===== src/rtl/comparador_pkg.sv =====
// Shared types and elaboration helpers for the sequential digit-serial comparator.
package comparador_pkg;

  typedef enum logic [1:0] {IDLE, RUN, DONE} cmp_state_t;

  typedef struct packed {
    logic eq;
    logic lt;
    logic gt;
  } cmp_res_t;

  // Legal geometry: DIGIT in [1, WIDTH] and WIDTH an exact multiple of DIGIT.
  function automatic bit cfg_ok(int width, int digit);
    return (digit >= 1) && (digit <= width) && ((width % digit) == 0);
  endfunction

  function automatic int num_digits(int width, int digit);
    return width / digit;
  endfunction

endpackage


===== src/rtl/comparador_digito.sv =====
// Combinational single-digit unsigned comparator: equality and a<b.
module comparador_digito #(
  parameter int DIGIT = 4
) (
  input  logic [DIGIT-1:0] a,
  input  logic [DIGIT-1:0] b,
  output logic             eq,
  output logic             lt
);

  assign eq = &(a ~^ b);
  assign lt = (a < b);

endmodule


===== src/rtl/comparador_seq.sv =====
// Multi-cycle unsigned comparator, MSB-first, DIGIT bits per clock.
// Optional macro CMP_EARLY_EXIT_EN: leave RUN right after the first differing digit.
//
//  state | meaning
//  IDLE  | waiting for start; results from the last compare held
//  RUN   | one digit compared per cycle, operands shifted left
//  DONE  | one-cycle done pulse; start here is accepted
module comparador_seq
  import comparador_pkg::*;
#(
  parameter int WIDTH = 16,
  parameter int DIGIT = 4
) (
  input  logic             clk,
  input  logic             rst,
  input  logic             start,
  input  logic [WIDTH-1:0] A,
  input  logic [WIDTH-1:0] B,
  output logic             busy,
  output logic             done,
  output logic             EQ,
  output logic             LT,
  output logic             GT
);

  localparam int NDIG = num_digits(WIDTH, DIGIT);
  localparam int CW   = $clog2(NDIG + 1);
  localparam logic [CW-1:0] LAST = CW'(NDIG - 1);

  if (!cfg_ok(WIDTH, DIGIT)) begin : g_cfg_err
    $error("comparador_seq: WIDTH must be a nonzero multiple of DIGIT");
  end

  cmp_state_t       state_q, state_d;
  logic [WIDTH-1:0] sha_q, shb_q;
  logic [WIDTH-1:0] sha_nx, shb_nx;
  logic [CW-1:0]    cnt_q;
  logic             dlt_q, dgt_q;
  cmp_res_t         res_q;

  logic dig_eq, dig_lt;
  logic new_lt, new_gt;
  logic accept, finish, early;

  comparador_digito #(.DIGIT(DIGIT)) u_digito (
    .a  (sha_q[WIDTH-1 -: DIGIT]),
    .b  (shb_q[WIDTH-1 -: DIGIT]),
    .eq (dig_eq),
    .lt (dig_lt)
  );

  // A single-digit operand has nothing left to shift in after its only step.
  if (NDIG > 1) begin : g_shift
    assign sha_nx = {sha_q[WIDTH-DIGIT-1:0], {DIGIT{1'b0}}};
    assign shb_nx = {shb_q[WIDTH-DIGIT-1:0], {DIGIT{1'b0}}};
  end else begin : g_noshift
    assign sha_nx = '0;
    assign shb_nx = '0;
  end

  // A decision latched on an earlier digit masks everything below it.
  assign new_lt = dlt_q | (~(dlt_q | dgt_q) & dig_lt);
  assign new_gt = dgt_q | (~(dlt_q | dgt_q) & ~dig_eq & ~dig_lt);

`ifdef CMP_EARLY_EXIT_EN
  assign early = ~dig_eq;
`else
  assign early = 1'b0;
`endif

  always_comb begin
    state_d = state_q;
    accept  = 1'b0;
    finish  = 1'b0;
    case (state_q)
      IDLE: begin
        if (start) begin
          accept  = 1'b1;
          state_d = RUN;
        end
      end
      RUN: begin
        if ((cnt_q == LAST) || early) begin
          finish  = 1'b1;
          state_d = DONE;
        end
      end
      DONE: begin
        if (start) begin
          accept  = 1'b1;
          state_d = RUN;
        end else begin
          state_d = IDLE;
        end
      end
      default: state_d = IDLE;
    endcase
  end

  always_ff @(posedge clk or posedge rst) begin
    if (rst) begin
      state_q <= IDLE;
    end else begin
      state_q <= state_d;
    end
  end

  always_ff @(posedge clk or posedge rst) begin
    if (rst) begin
      sha_q <= '0;
      shb_q <= '0;
      cnt_q <= '0;
      dlt_q <= 1'b0;
      dgt_q <= 1'b0;
      res_q <= '0;
    end else if (accept) begin
      sha_q <= A;
      shb_q <= B;
      cnt_q <= '0;
      dlt_q <= 1'b0;
      dgt_q <= 1'b0;
      res_q <= '0;
    end else if (state_q == RUN) begin
      sha_q <= sha_nx;
      shb_q <= shb_nx;
      cnt_q <= cnt_q + 1'b1;
      dlt_q <= new_lt;
      dgt_q <= new_gt;
      if (finish) begin
        res_q.eq <= ~(new_lt | new_gt);
        res_q.lt <= new_lt;
        res_q.gt <= new_gt;
      end
    end
  end

  assign busy = (state_q == RUN);
  assign done = (state_q == DONE);
  assign EQ   = res_q.eq;
  assign LT   = res_q.lt;
  assign GT   = res_q.gt;

endmodule

===== config.mk =====
export PLATFORM = sky130hd
export DESIGN_NAME = comparador_seq
export DESIGN_NICKNAME = d
export VERILOG_FILES = /design/src/rtl/comparador_pkg.sv /design/src/rtl/comparador_digito.sv /design/src/rtl/comparador_seq.sv
export SDC_FILE = /design/constraint.sdc
export NUM_CORES = 1
export LEC_CHECK = 0
export CORE_MARGIN = 8
export CORE_UTILIZATION = 45
export DETAILED_ROUTE_END_ITERATION = 10
export GPL_ROUTABILITY_DRIVEN = 1
export GPL_TIMING_DRIVEN = 0
export PLACE_DENSITY = 0.82
export SETUP_SLACK_MARGIN = 0.3
export SLEW_MARGIN = 20
export SYNTH_ARGS = -nofsm -noshare
export SYNTH_HDL_FRONTEND = slang
export SYNTH_SLANG_ARGS = --single-unit

===== constraint.sdc =====
create_clock -name clk -period 1.25 [get_ports clk]
set_input_delay 0.25 -clock clk [delete_from_list [all_inputs] [get_ports clk]]
set_output_delay 0.25 -clock clk [all_outputs]
set_load 0.05 [all_outputs]

==> results.py <==
metrics = {
    "outcome": {
        "status": "finished, violations left",
        "violations": "negative setup slack",
    },
    "finish": {
        "nets": 290,
        "drive_gt1_share_pct": 30.0,
        "area_growth_pct": 47.6,
        "num_antenna_cells": 0,
        "final_util_pct": 70.1,
    },
    "sta": {
        "timing.final.ws_setup_ns": -0.217,
        "post-route-period-util_pct": 117,
        "finalSetupViolCount": 42,
        "tightest_slew_ns": 0.470,
        "setup_tns_ns": -4.65,
        "slew_violations": 0,
        "rsz0062_at_grt": "true",
        "fin_crit_ns": 1.47,
        "fin_skew_ns": 0.00487,
        "hold_viol_final": 0,
        "fmax_mhz": 682,
        "holdWs_ns": 0.478,
        "slew_headroom_pct": 68.6,
    },
    "worst_setup_path": {
        "crit_fanout": 2,
        "crit_type": "reg2out",
        "critPathLaunchType": "register",
        "crit_arrival_ns": 1.22,
        "cp_data_required_time_ns": 1.00,
        "endpoint_kind": "output pin",
    },
    "cts": {
        "cts_root_buffer": "clkbuf_8",
        "clockBufferDepth": 2,
        "clk_latency_ns": 0.29,
        "numCtsBuffers": 5,
        "cts_tree": "built",
        "cts.sinks": 42,
        "clk_pin_slew_ns": 0.08,
        "h-tree-depth": 2,
        "cts-hold-fix-buffers": 0,
    },
    "drt": {
        "vias_per_cell": 5.43,
        "avgRoutedWirePerCell_um": 16.3,
        "drc": 0,
        "routed_wl_mm": 4.90,
        "vias": 1629,
        "ant_nets": 0,
        "drtIter0Drc": 82,
        "firstDrtPassIters": 5,
    },
    "power": {
        "leakage_nw": 1.26,
        "irDropWorstVdd_mv": 1.14,
        "power_w": 0.00764,
        "p_per_area_nw_per_um2": 2690,
    },
    "yosys": {
        "synth_edf_count": 0,
        "netlist_area_um2": 1930,
        "yosysTopAreaCell": "dfrtp_1",
        "ys_ff_latch": 42,
        "syn_inst": 189,
        "yosys.area.top_type_share_pct": 54.5,
        "synth_seq_area_share_pct": 54.5,
        "synth.area.top_cells": "dfrtp_1 (55%), nand2_1 (9.0%), a31oi_1 (4.9%)",
        "synth_cell_types": 30,
        "yosysWarnings": 0,
        "postSynthNetCount": 230,
        "synth-async-reset-ratio_pct": 100,
        "synth_ff_type": "dfrtp_1",
        "syn_avg_cell_area_um2": 10.2,
    },
    "min_path": {
        "hp-class": "in2async",
    },
    "grt": {
        "grt_pass1_vias": 1731,
        "grt_start_max_net_pins": 22,
        "grt_first_pass_wirelength_mm": 8.35,
        "grt_usage_pct": 16.2,
        "antenna_found_initial": 0,
        "grt_overflow": 0,
    },
    "floorplanning": {
        "start_util_pct": 47.5,
        "io_pins": 40,
        "design.core.area_um2": 4060,
        "die-area_um2": 6630,
        "dieHeight_um": 81.4,
        "rows": 23,
        "die_w_um": 81.4,
    },
    "job": {
        "drv_cap": 0,
    },
    "placement": {
        "dpl.hpwl_mm": 3.22,
        "place.gp.congestion": 0.814,
        "io_buffers": 39,
    },
}
[worst paths after layout]
path / cells past startpoint / from / slack [ns] / end
min in group clk: 1 / cnt_q[0] / 0.49 / cnt_q[0]
min: 2 / rst / 0.48 / cnt_q[1]
max: 5 / state_q[1] / -0.22 / busy
max reg2reg: 7 / state_q[1] / -0.20 / shb_q[14]
min reg2reg: 1 / cnt_q[0] / 0.49 / cnt_q[0]
max in group asynchronous: 2 / rst / 0.47 / state_q[0]
[worst max-delay path, cell delays in order, from the launching register on]
cell,delay [ns]
dfrtp_1,0.39
nand2b_4,0.15
buf_12,0.13
inv_12,0.05
buf_12,0.09
buf_12,0.12
[state kept, by name, indices dropped and copies added, names as in the netlist]
signal	flops
EQ	1
cnt_q	3
sha_q	16
dlt_q	1
dgt_q	1
state_q	2
LT	1
shb_q	16
GT	1
[metrics by stage]
step	instance area, um2	setup WS [ns]	cells
6_report	2840	-0.217	300
5_1_grt	2840	-0.247	300
4_1_cts	2780	-0.213	298
3_5_place_dp	2510	-0.706	278
3_3_place_gp	2510	-0.703	278
2_1_floorplan	2060	-0.0143	189
[metal layers]
layer	share of wire [%]	GRT usage [%]	wire length, um	vias up
met5	0	0	0	-
li1	-	-	-	778
met2	50	25.4	2470	47
met4	1.1	4.82	56	0
met1	43	21.4	2120	798
met3	5.2	4.59	256	6
[cell usage in the layout (no fill, tap or decap), types with 2 or more instances in the layout]
cell | netlist | layout
inv_1 | 7 | 4
o31ai_1 | 2 | 2
clkbuf_8 | 0 | 8
buf_4 | 2 | 12
o21ai_1 | 0 | 2
buf_12 | 1 | 5
nor2_1 | 16 | 15
nand2b_4 | 0 | 2
nor3_1 | 3 | 3
a31oi_1 | 15 | 15
inv_2 | 1 | 3
buf_6 | 3 | 12
dfrtp_1 | 42 | 41
a22o_1 | 10 | 10
clkinvlp_4 | 0 | 2
nor3_2 | 2 | 2
nand3_1 | 2 | 2
clkdlybuf4s50_1 | 0 | 34
a22oi_2 | 0 | 5
a221o_1 | 4 | 4
nand2_2 | 0 | 6
nand2_1 | 46 | 40
ha_4 | 0 | 4
[what timing repair did]
action	4_1_cts	5_1_grt
resized for setup	52	11
setup buffers	9	2
cloned	3	0
setup endpoints to repair	89	47
pin swaps	4	6
[cell type report]
type / count / area [um2]
Multi-Input combinational cell: 126 / 881
Inverter: 9 / 50.0
Clock buffer: 8 / 110
Fill cell: 278 / 1210
Tap cell: 50 / 62.6
Timing Repair inverter: 1 / 7.51
Buffer: 12 / 158
Sequential cell: 42 / 1050
Timing Repair Buffer: 52 / 523
[Yosys cell counts (2+ instances only)]
cell type	n
a22o_1	10
a22oi_1	5
inv_1	7
dfrtp_1	42
nand2b_1	2
o21ai_0	4
a221o_1	4
buf_4	2
buf_2	6
a31oi_1	15
nor3_2	2
nand2_1	46
nand3_1	2
nor3_1	3
nor2_1	16
buf_6	3
ha_1	6
o31ai_1	2
[power by group]
| group | internal [W] | switching [W] |
|---|---|---|
| logic | 0.00217 | 0.00209 |
| clock network | 0.000558 | 0.000444 |
| registers | 0.00198 | 0.000404 |
| total | 0.00470 | 0.00294 |
[cell families (layout without fill, tap and decap cells)]
family | count (synthesis) | count (layout) | synth area share (%)
flops | 42 | 42 | 54.5
simple gates | 75 | 75 | 17.1
buf+inv | 21 | 82 | 7.27
fa+ha+maj | 6 | 6 | 3.90
compound gates | 45 | 45 | 17.2
Note: power is estimated with default switching activity, not from simulation.
